$ cat src/rtl/trigger_stamper.sv
// trigger_stamper: edge-detects the filtered trigger, applies a programmable
// dead-time, timestamps each accepted trigger with a free-running counter and
// queues the events in a show-ahead FIFO drained through a valid/ready handshake.
//
// Ports:
//   clkf_i      filter clock, all logic on posedge
//   rst_i       asynchronous active-high reset
//   trig_i      filtered trigger, synchronous to clkf_i
//   enable_i    1 = accept triggers, 0 = ignore edges (readout continues)
//   deadtime_i  dead-time in clkf_i cycles after an accepted edge
//   ev_data_o   head event {flags[7:0], ts[TS_W-1:0]}, valid while ev_valid_o=1
//   ev_valid_o  FIFO not empty
//   ev_ready_i  consumer pop, transfer when ev_valid_o & ev_ready_i
//   count_o     accepted triggers (including those dropped on full), wraps
//   drop_o      accepted triggers lost to a full FIFO, saturating
//   level_o     FIFO occupancy 0..DEPTH
//
// Optional feature macro: TRIG_PILEUP_FLAG_EN
//   Defined: edges seen during dead-time are counted (7-bit, saturating) and the
//   count is stored in flags[7:1] of the next accepted event. Undefined: flags[7:1]=0.

module trigger_stamper #(
    parameter int unsigned TS_W  = 24,
    parameter int unsigned DEPTH = 16,
    parameter int unsigned AW    = 4
) (
    input  logic              clkf_i,
    input  logic              rst_i,
    input  logic              trig_i,
    input  logic              enable_i,
    input  logic [15:0]       deadtime_i,
    output logic [TS_W+7:0]   ev_data_o,
    output logic              ev_valid_o,
    input  logic              ev_ready_i,
    output logic [31:0]       count_o,
    output logic [15:0]       drop_o,
    output logic [AW:0]       level_o
);

    localparam int unsigned EW = TS_W + 8;

    typedef enum logic {IDLE, DEAD} state_t;

    state_t            state_q;
    logic              trig_q;
    logic [TS_W-1:0]   ts_q;
    logic              wrap_q;
    logic [15:0]       dcnt_q;
    logic [31:0]       count_q;
    logic [15:0]       drop_q;
    logic [AW-1:0]     wr_q;
    logic [AW-1:0]     rd_q;
    logic [AW:0]       level_q;
    logic              valid_q;
    logic [EW-1:0]     head_q;
    logic [EW-1:0]     mem [DEPTH];
    logic [6:0]        pile_c;

    logic              edge_c;
    logic              wrap_now_c;
    logic              accept_c;
    logic              pop_c;
    logic              push_c;
    logic [EW-1:0]     ev_word_c;
    logic [AW-1:0]     rd_d;
    logic [AW:0]       level_d;
    logic [EW-1:0]     head_d;

`ifdef TRIG_PILEUP_FLAG_EN
    logic [6:0]        pile_q;

    // Count edges that arrive during dead-time; handed to the next accepted event.
    always_ff @(posedge clkf_i or posedge rst_i) begin
        if (rst_i) begin
            pile_q <= 7'd0;
        end else if (accept_c) begin
            pile_q <= 7'd0;
        end else if (edge_c && (state_q == DEAD) && (pile_q != 7'h7F)) begin
            pile_q <= pile_q + 7'd1;
        end
    end

    assign pile_c = pile_q;
`else
    assign pile_c = 7'd0;
`endif

    // Event acceptance and FIFO bookkeeping for this cycle.
    always_comb begin
        edge_c     = trig_i & ~trig_q;
        wrap_now_c = (ts_q == {TS_W{1'b1}});
        accept_c   = edge_c & enable_i & (state_q == IDLE);
        pop_c      = valid_q & ev_ready_i;
        // A pop in the same cycle frees a slot even when the FIFO is full.
        push_c     = accept_c & ((level_q != (AW+1)'(DEPTH)) | pop_c);
        ev_word_c  = {pile_c, wrap_q | wrap_now_c, ts_q};
        rd_d       = pop_c ? rd_q + AW'(1) : rd_q;
        level_d    = level_q;
        case ({push_c, pop_c})
            2'b10:   level_d = level_q + (AW+1)'(1);
            2'b01:   level_d = level_q - (AW+1)'(1);
            default: level_d = level_q;
        endcase
        // Bypass: an event pushed into an otherwise empty FIFO becomes the head.
        head_d = (push_c && (rd_d == wr_q)) ? ev_word_c : mem[rd_d];
    end

    // Event storage (not reset; pointers define what is valid).
    always_ff @(posedge clkf_i) begin
        if (push_c) begin
            mem[wr_q] <= ev_word_c;
        end
    end

    // Timestamp, dead-time FSM, counters and FIFO pointers.
    always_ff @(posedge clkf_i or posedge rst_i) begin
        if (rst_i) begin
            state_q <= IDLE;
            trig_q  <= 1'b0;
            ts_q    <= '0;
            wrap_q  <= 1'b0;
            dcnt_q  <= 16'd0;
            count_q <= 32'd0;
            drop_q  <= 16'd0;
            wr_q    <= '0;
            rd_q    <= '0;
            level_q <= '0;
            valid_q <= 1'b0;
            head_q  <= '0;
        end else begin
            trig_q <= trig_i;
            ts_q   <= ts_q + TS_W'(1);
            // Wrap flag survives a dropped event so the next stored one reports it.
            wrap_q <= push_c ? 1'b0 : (wrap_q | wrap_now_c);

            case (state_q)
                IDLE: begin
                    // Dead-time of 0 or 1 needs no DEAD cycles given 2-cycle edge spacing.
                    if (accept_c && (deadtime_i > 16'd1)) begin
                        state_q <= DEAD;
                        dcnt_q  <= deadtime_i - 16'd1;
                    end
                end
                DEAD: begin
                    dcnt_q <= dcnt_q - 16'd1;
                    if (dcnt_q == 16'd1) begin
                        state_q <= IDLE;
                    end
                end
                default: state_q <= IDLE;
            endcase

            if (accept_c) begin
                count_q <= count_q + 32'd1;
                if (!push_c && (drop_q != 16'hFFFF)) begin
                    drop_q <= drop_q + 16'd1;
                end
            end

            if (push_c) begin
                wr_q <= wr_q + AW'(1);
            end
            rd_q    <= rd_d;
            level_q <= level_d;
            valid_q <= (level_d != '0);
            head_q  <= head_d;
        end
    end

    assign ev_data_o  = head_q;
    assign ev_valid_o = valid_q;
    assign count_o    = count_q;
    assign drop_o     = drop_q;
    assign level_o    = level_q;

endmodule

$ cat config.mk
export PLATFORM = sky130hd
export DESIGN_NAME = trigger_stamper
export DESIGN_NICKNAME = d
export VERILOG_FILES = /design/src/rtl/trigger_stamper.sv
export SDC_FILE = /design/constraint.sdc
export NUM_CORES = 1
export LEC_CHECK = 0
export ABC_AREA = 1
export CORE_MARGIN = 5
export CORE_UTILIZATION = 37
export DETAILED_ROUTE_END_ITERATION = 6
export MAX_ROUTING_LAYER = met4
export PLACE_DENSITY_LB_ADDON = 0.1
export SYNTH_ARGS = -nofsm -noshare
export SYNTH_HDL_FRONTEND = slang
export SYNTH_SLANG_ARGS = --single-unit
export TNS_END_PERCENT = 20
$ cat constraint.sdc
create_clock -name clkf_i -period 4.4 [get_ports clkf_i]
set_input_delay 0.66 -clock clkf_i [delete_from_list [all_inputs] [get_ports clkf_i]]
set_output_delay 0.66 -clock clkf_i [all_outputs]
set_load 0.05 [all_outputs]
==> results of run 1 <==
==> cell type report <==
cell class | count | area, um2
Fill cell | 6229 | 37100
Clock buffer | 72 | 1630
Tap cell | 864 | 1080
Multi-Input combinational cell | 1444 | 7520
Sequential cell | 530 | 15300
Inverter | 353 | 1330
Timing Repair Buffer | 136 | 1470
Clock inverter | 40 | 453
==> power by group <==
| part | internal, uW | switching, uW | total, uW |
|---|---|---|---|
| Combinational | 1790 | 4140 | 5920 |
| Clock | 3160 | 2080 | 5240 |
| Sequential | 5550 | 204 | 5760 |
| Total | 10500 | 6420 | 16900 |
==> synth_stat cells, types with 2 or more instances <==
| library cell | n |
|---|---|
| buf_2 | 50 |
| clkbuf_1 | 31 |
| nor2_1 | 103 |
| xnor2_1 | 23 |
| nand2_2 | 3 |
| inv_2 | 3 |
| buf_4 | 34 |
| xor2_1 | 51 |
| nand3b_1 | 155 |
| dfrtp_1 | 130 |
| nand2_1 | 502 |
| buf_1 | 8 |
| a31oi_1 | 3 |
| nand3_1 | 461 |
| inv_1 | 350 |
| o21ai_0 | 43 |
| nand3_2 | 2 |
| nor4_1 | 2 |
| nand4_1 | 17 |
| a21oi_1 | 11 |
| o21bai_1 | 2 |
| nor2_2 | 6 |
| edfxtp_1 | 400 |
| nor3_1 | 24 |
| ha_1 | 15 |
==> per-layer routing <==
metal | track usage | wire (um) | part of all wire
met1 | 0.261 | 31100 | 0.45
met2 | 0.317 | 32600 | 0.47
met3 | 0.0285 | 3650 | 0.053
met4 | 0.0515 | 1490 | 0.022
met5 | - | 0 | 0
==> stage by stage <==
stage | total power (uW) | setup slack [ps]
3_3_place_gp | 11800 | 954
2_1_floorplan | 10100 | 271
4_1_cts | 17100 | 1190
3_5_place_dp | 11800 | 908
6_report | 16900 | 1290
5_1_grt | 18000 | 968
==> cells by family (layout without fill, tap and decap cells) <==
group,Yosys count,after routing,synth area share
simple gates,1281,1281,0.249
other cells,1,7,0.000153
xor+xnor,74,74,0.0264
fa+ha+maj,16,16,0.00845
flops,530,530,0.621
compound gates,66,66,0.0149
buf+inv,476,601,0.0804
==> layout by cell type, fill, tap and decap left out, drive strengths merged <==
cell type      count
o21bai             3
a22oi              1
clkdlybuf4s50     99
o211ai             1
clkinv            22
inv              354
nor2             110
buf               37
o32a               1
bufinv             9
clkbuf            72
xor2              51
nand4             17
xnor2             23
nor3              24
nand2            505
clkinvlp           8
nor4               2
and2               1
nor3b              1
o21ai             43
conb               7
a31oi              3
o2111ai            1
nand3            463
dfrtp            130
nor4b              1
a21oi             12
edfxtp           400
ha                15
nand3b           156
a21o               1
or2                1
fa                 1
==> critical path: cells and delay by family, from the launching register on <==
| family | cells | cell delay [ps] |
|---|---|---|
| adder cells (fa/ha/maj) | 1 | 310 |
| AND/OR/NAND/NOR | 6 | 1450 |
| AO/OA/AOI/OAI | 1 | 570 |
| flip-flops | 1 | 730 |
==> state kept, by name (all words and copies together) (netlist names) <==
name and count:
ev_data_o 25, dcnt_q 16, ev_valid_o 1, wr_q 4, level_o 5, ts_q 24
state_q 1, trig_q 1, mem 400, rd_q 4, wrap_q 1, drop_o 16
count_o 32
==> worst max path at each step <==
| stage | slack (ps) | cells past startpoint | startpoint | endpoint |
|---|---|---|---|---|
| after global placement | 950 | 6 | trig_i | mem[10][4]$_DFFE_PP_ |
| after detailed placement | 910 | 6 | trig_i | mem[9][3]$_DFFE_PP_ |
| final | 1290 | 8 | ts_q[1]$_DFF_PP0_ | wrap_q$_DFF_PP0_ |
| after floorplan | 270 | 1 | rst_i | count_o[0]$_DFFE_PP0P_ |
| after global routing | 970 | 8 | ts_q[1]$_DFF_PP0_ | wrap_q$_DFF_PP0_ |
| after CTS | 1190 | 8 | ts_q[1]$_DFF_PP0_ | wrap_q$_DFF_PP0_ |
==> run_results.csv, run 1 <==
group,metric,value,unit
routing,viasPerCell,5.04,
floorplanning,die_area,71700,um2
timing,hold_ws,471,ps
timing,rsz0062_at_grt,"false",
clock_network,cts_resized,0,
worst_setup_path,crit_fanout,19,
yosys,ys_seq_area_frac,0.621,
yosys,synth_cells,2444,
routing,drc_errors,0,
floorplanning,core,65900,um2
power_and_ir_drop,power_density,589,nW/um2
floorplanning,initial_utilization,0.373,
final_layout,fin_area,28700,um2
floorplanning,num_rows,94,
routing,drtIter0Drc,1286,
timing,tightest_slew,1200,ps
final_layout,final_util,0.436,
clock_network,cts_tree,"built",
worst_setup_path,cp-start-kind,"register",
floorplanning,die_w,268,um
clock_network,cts_setup_buffers,0,
clock_network,path_clk_slew,60,ps
clock_network,clockRootBuffer,"clkbuf_16",
timing,clock_skew,15.9,ps
floorplanning,fp.dieH,268,um
yosys,synth_top_area_share,0.489,
final_layout,syn_to_final_growth,16.9,%
run,maxCapViolations,0,
min_path,min_from,"count_o[31]$_DFFE_PP0P_",
grt,grt_overflow,0,
power_and_ir_drop,p_leak,0.0119,uW
placed_design,io_buffers,99,
final_layout,final_cells,3439,
clock_network,cts_hold_buf,0,
clock_network,cts.path.max_buffers,3,
yosys,synth-edff-count,400,
final_layout,antenna_cells,0,
worst_setup_path,cp_cell_sequence,"ha_1 -> nand3_1 -> nor2_2 -> nand4_1 -> nor2_1 -> nand2_1 -> o21bai_2 -> and2_1",
timing,slew_headroom,0.203,
timing,final_hold_viol_count,0,
timing,fin_setup_tns,0,ps
timing,max_freq,0.321,GHz
routing,wirelength,68.8,mm
min_path,holdPathStages,1,
yosys,syn_area,24600,um2
floorplanning,io_pins,107,
min_path,worstHoldEndpoint,"count_o[31]$_DFFE_PP0P_",
placed_design,dp.cells,3327,
grt,grt_pass1_wl,105,mm
timing,maxSlewViolCount,0,
yosys,synth_area_leaders,"edfxtp_1 49%, dfrtp_1 13%, nand3_1 9.4%",
yosys,synth_top_area_cell,"edfxtp_1",
worst_setup_path,rr_worst_depth,8,
clock_network,insertion_delay,610,ps
placed_design,dpl.hpwl,37.0,mm
min_path,worstHoldPathType,"reg2reg",
power_and_ir_drop,ir_drop,0.661,mV
placed_design,postPlaceCellArea,26700,um2
worst_setup_path,cp.required,4950,ps
routing,via_count,17300,
yosys,ys.flop_type,"edfxtp_1",
routing,wire_per_inst,20.0,um
timing,min_period,3110,ps
worst_setup_path,endpoint_kind,"register",
yosys,ys_async_sr_fraction,0.245,
worst_setup_path,worstPathArrival,3660,ps
final_layout,drive_above_1_share,0.0695,
worst_setup_path,critPathKind,"reg2reg",
grt,grtUsageTotal,0.195,
clock_network,numCtsBuffers,60,
yosys,synth_area_per_cell,10.1,um2
yosys,yosys.cell_types.count,40,
yosys,ys_warn_count,0,
routing,ant_nets,0,
placed_design,gp_congestion,0.838,
grt,antenna_found_initial,0,
routing,dr.pass1.iters,6,
grt,grt_max_degree,202,
clock_network,cts.sinks,530,
run_status,status,"complete, no violations",
worst_setup_path,critical-path-max-stage-delay,730,ps
timing,period_share,0.707,
grt,grt_pass1_vias,17200,
worst_setup_path,r2r_slack,1290,ps
clock_network,htree_num_levels,2,
worst_setup_path,r2r_end,"wrap_q$_DFF_PP0_",
final_layout,nets,2562,
yosys,yosys_register_bits,530,
worst_setup_path,critPathSlowestCell,"dfrtp_1",
timing,setup_viol,0,
worst_setup_path,r2r_start,"ts_q[1]$_DFF_PP0_",
Note: power is estimated with default switching activity, not from simulation.
==> run 2, diff against run 1 <==
clock period = 3.3 ns   (was 4.4 ns; I/O delays follow)
==> run_results.csv, run 2 (same netlist as run 1, synthesis figures left out) <==
group,metric,value,unit
run_status,status,"complete, no violations",
clock_network,cts_hold_buf,0,
grt,grt_pass1_wl,109,mm
timing,maxSlewViolCount,0,
floorplanning,core,65900,um2
timing,rsz0062_at_grt,"false",
grt,grt_max_degree,137,
clock_network,insertion_delay,610,ps
routing,wirelength,71.6,mm
placed_design,dpl.hpwl,40.7,mm
routing,dr.pass1.iters,5,
timing,max_freq,0.397,GHz
power_and_ir_drop,ir_drop,0.752,mV
clock_network,cts_setup_buffers,0,
floorplanning,num_rows,94,
clock_network,htree_num_levels,2,
worst_setup_path,endpoint_kind,"output pin",
worst_setup_path,path_buf_inv,1,
grt,antenna_found_initial,0,
timing,hold_ws,340,ps
worst_setup_path,critPathSlowestCell,"clkdlybuf4s50_1",
worst_setup_path,critical-path-max-stage-delay,880,ps
clock_network,numCtsBuffers,58,
placed_design,gp_congestion,0.833,
timing,clock_skew,23.1,ps
grt,grtUsageTotal,0.203,
worst_setup_path,cp-start-kind,"register",
final_layout,syn_to_final_growth,18.3,%
floorplanning,fp.dieH,268,um
timing,period_share,0.763,
worst_setup_path,worstPathArrival,2020,ps
timing,fin_setup_tns,0,ps
clock_network,path_clk_slew,60,ps
worst_setup_path,crit_fanout,1,
worst_setup_path,critPathKind,"reg2out",
final_layout,drive_above_1_share,0.0799,
timing,slew_headroom,0.457,
clock_network,cts_tree,"built",
floorplanning,die_w,268,um
clock_network,cts.sinks,530,
timing,setup_viol,0,
routing,viasPerCell,5.04,
final_layout,nFillCells,6312,
routing,drtIter0Drc,1124,
placed_design,io_buffers,99,
final_layout,final_util,0.442,
floorplanning,initial_utilization,0.373,
worst_setup_path,critPathTopFamily,"buffers and inverters",
timing,min_period,2520,ps
power_and_ir_drop,p_leak,0.0121,uW
routing,via_count,17600,
power_and_ir_drop,power_density,766,nW/um2
worst_setup_path,cp_cell_sequence,"clkdlybuf4s50_1",
final_layout,final_cell_mix,"499 x nand2_1, 461 x nand3_1, 400 x edfxtp_1, 349 x inv_1, 155 x nand3b_1",
routing,ant_nets,0,
floorplanning,io_pins,107,
min_path,worstHoldPathType,"in2async",
routing,drc_errors,0,
routing,wire_per_inst,20.6,um
floorplanning,die_area,71700,um2
run,maxCapViolations,0,
final_layout,final_common_cell,"nand2_1",
worst_setup_path,r2r_slack,950,ps
clock_network,cts.path.max_buffers,3,
grt,grt_pass1_vias,17500,
worst_setup_path,cp.required,2800,ps
timing,final_hold_viol_count,0,
final_layout,largest-register,"mem",
clock_network,clockRootBuffer,"clkbuf_16",
grt,grt_overflow,0,
final_layout,largest_reg_flops,400,
clock_network,cts_resized,0,
timing,tightest_slew,815,ps
final_layout,antenna_cells,0,
final_layout,nets,2606,
run 2: cell type report:
class	instances	area, um2	share of cell area
clock inverters	26	269	0.00925
well taps	864	1080	0.0372
inverters	353	1330	0.0457
flip-flops and latches	530	15300	0.525
repair buffers	182	2000	0.0688
clock buffers	82	1610	0.0555
multi-input cells	1444	7520	0.259
run 2: worst paths after layout:
check | startpoint | end | cells after the start
min reg2reg | count_o[31]$_DFFE_PP0P_ | count_o[31]$_DFFE_PP0P_ | 1
min | rst_i | ev_data_o[20]$_DFF_PP0_ | 2
max in group asynchronous | rst_i | count_o[3]$_DFFE_PP0P_ | 3
max reg2reg | state_q$_DFF_PP0_ | ev_valid_o$_DFF_PP0_ | 13
min in group clkf_i | trig_i | trig_q$_DFF_PP0_ | 1
max | ev_data_o[23]$_DFF_PP0_ | ev_data_o[23] | 1
run 2: worst register-to-register path, delay by kind of cell, from the launching register on:
family	cells	cell delay, ps
flip-flops	1	390
AND/OR/NAND/NOR	7	730
buffers and inverters	2	350
XOR/XNOR	1	140
adder cells (fa/ha/maj)	1	350
AO/OA/AOI/OAI	2	260
run 2: where the power goes:
part	total [uW]	internal, uW	switching [uW]
Sequential	7670	7400	272
Combinational	8140	2420	5730
Clock	6460	3780	2670
run 2: per-layer routing:
metal | GRT usage | part of all wire
met1 | 0.274 | 0.45
met2 | 0.331 | 0.48
met4 | 0.0431 | 0.020
met3 | 0.0310 | 0.047
met5 | - | 0
run 2: through the flow:
stage	instance area, um2	total power, uW	instances	setup WS [ps]
after floorplan	24600	13400	2450	-216
after global placement	27200	15900	3373	432
after detailed placement	27200	16000	3373	394
after CTS	29100	22500	3481	742
after global routing	29100	23600	3481	729
final	29100	22300	3481	782
==> run 3, diff against run 2 <==
clock period = 2.1 ns   (was 3.3 ns; I/O delays follow)
==> run_results.csv, run 3 (same netlist as run 1, synthesis figures left out) <==
group,metric,value,unit
run_status,status,"complete, no violations",
timing,final_hold_viol_count,0,
floorplanning,io_pins,107,
placed_design,io_buffers,99,
clock_network,insertion_delay,610,ps
floorplanning,core,65900,um2
routing,ant_nets,0,
clock_network,numCtsBuffers,58,
clock_network,cts.sinks,530,
placed_design,gp_congestion,0.842,
clock_network,cts_hold_buf,0,
floorplanning,die_area,71700,um2
final_layout,final_common_cell,"nand2_1",
floorplanning,num_rows,94,
final_layout,nets,2740,
worst_setup_path,r2r_end,"wrap_q$_DFF_PP0_",
run,maxCapViolations,0,
final_layout,syn_to_final_growth,24.4,%
power_and_ir_drop,p_seq_frac,0.331,
worst_setup_path,cp-start-kind,"register",
timing,max_freq,0.499,GHz
timing,clock_skew,20.9,ps
final_layout,antenna_cells,0,
timing,min_period,2000,ps
timing,tightest_slew,553,ps
timing,setup_viol,0,
min_path,worstHoldPathType,"in2async",
worst_setup_path,rr_worst_depth,10,
grt,antenna_found_initial,0,
clock_network,htree_num_levels,2,
power_and_ir_drop,combPwrFrac,0.388,
clock_network,clockRootBuffer,"clkbuf_16",
clock_network,cts.path.max_buffers,3,
final_layout,largest_reg_flops,400,
worst_setup_path,r2r_start,"ts_q[1]$_DFF_PP0_",
timing,period_share,0.954,
final_layout,final_cells,3615,
power_and_ir_drop,finalPower,36200,uW
worst_setup_path,worstPathArrival,2550,ps
worst_setup_path,crit_fanout,18,
grt,grt_pass1_vias,18000,
power_and_ir_drop,power_density,1180,nW/um2
power_and_ir_drop,p_clk_frac,0.280,
timing,hold_ws,38.4,ps
power_and_ir_drop,p_switching,13700,uW
power_and_ir_drop,netSwitchingFraction,0.379,
timing,rsz0062_at_grt,"true",
final_layout,drive_above_1_share,0.130,
power_and_ir_drop,p_leak,0.0129,uW
routing,dr.pass1.iters,6,
clock_network,path_clk_slew,60,ps
timing,maxSlewViolCount,0,
final_layout,fin_area,30600,um2
floorplanning,die_w,268,um
floorplanning,initial_utilization,0.373,
worst_setup_path,r2r_slack,100,ps
grt,grtUsageTotal,0.205,
routing,wire_per_inst,20.1,um
final_layout,nFillCells,6168,
power_and_ir_drop,p_int,22500,uW
grt,grt_pass1_wl,110,mm
placed_design,postPlaceCellArea,28400,um2
routing,drc_errors,0,
clock_network,cts_tree,"built",
placed_design,dp.cells,3493,
placed_design,dpl.hpwl,43.1,mm
timing,slew_headroom,0.633,
grt,grt_overflow,0,
worst_setup_path,endpoint_kind,"register",
power_and_ir_drop,ir_drop,0.765,mV
routing,drtIter0Drc,1396,
final_layout,largest-register,"mem",
final_layout,multiInputGateArea,7610,um2
grt,grt_max_degree,65,
routing,viasPerCell,5.00,
floorplanning,fp.dieH,268,um
worst_setup_path,critPathKind,"reg2reg",
routing,via_count,18100,
worst_setup_path,cp.required,2640,ps
final_layout,final_cell_mix,"497 x nand2_1, 459 x nand3_1, 400 x edfxtp_1, 348 x inv_1, 155 x nand3b_1",
routing,wirelength,72.8,mm
final_layout,seqCellArea,15300,um2
==> run 3: how the worst max path moves through the flow <==
stage | start | endpoint | slack (ps) | cells past startpoint
after global routing | ev_valid_o$_DFF_PP0_ | ev_valid_o$_DFF_PP0_ | -30 | 14
after detailed placement | ev_ready_i | ev_data_o[0]$_DFF_PP0_ | -550 | 12
after CTS | ev_valid_o$_DFF_PP0_ | ev_valid_o$_DFF_PP0_ | 9 | 13
after floorplan | level_o[0]$_DFF_PP0_ | mem[7][0]$_DFFE_PP_ | -1420 | 6
final | ts_q[1]$_DFF_PP0_ | wrap_q$_DFF_PP0_ | 100 | 10
after global placement | ev_ready_i | ev_data_o[1]$_DFF_PP0_ | -520 | 12
==> run 3: final cells by class <==
cell class	count	area share
inverter	353	0.0435
sequential	530	0.499
tap	864	0.0354
clock buffer	73	0.0506
clock inverter	35	0.0109
multi-input combinational	1444	0.249
timing repair buffer	316	0.111
==> run 3: metal layers <==
layer / share of wire / vias up / wire length [um] / track usage
met2: 0.48 / 456 / 34700 / 0.334
met1: 0.45 / 8863 / 32800 / 0.276
met3: 0.051 / 112 / 3750 / 0.0248
met4: 0.022 / 0 / 1590 / 0.0500
met5: 0 / - / 0 / -
li1: - / 8646 / - / -
==> run 3: through the flow <==
stage                util  TNS [ps]  setup slack [ps]
detailed placement  0.431   -104430              -550
global placement    0.431    -90290              -525
CTS                 0.460         0              9.19
floorplan               -   -295910             -1420
global route        0.464     -51.0             -26.4
finish              0.464         0              96.0
==> run 3: timing repair <==
item,in CTS,in global routing
cloned,0,5
resized for setup,84,30
hold endpoints to repair,0,0
buffers inserted,4,5
pin swaps,2,7
endpoints found under the setup margin,118,49
==> run 3: power groups by stage <==
stage / logic, uW / registers [uW] / clock network [uW]
CTS: 13400 / 12000 / 10400
floorplan: 7670 / 13100 / 0
global placement: 13500 / 12200 / 0
finish: 14100 / 12000 / 10100
detailed placement: 13500 / 12200 / 0
global route: 15400 / 12000 / 10800
==> run 3: critical path, cell delays in order (launching register included) <==
cell      delay (ps)
dfrtp_1          410
ha_4             180
nand3_2          110
nor2_2           100
buf_4            130
nand4_1          190
nor2_2           230
nand2_4          110
o21bai_4         150
buf_12           160
and2_4           160
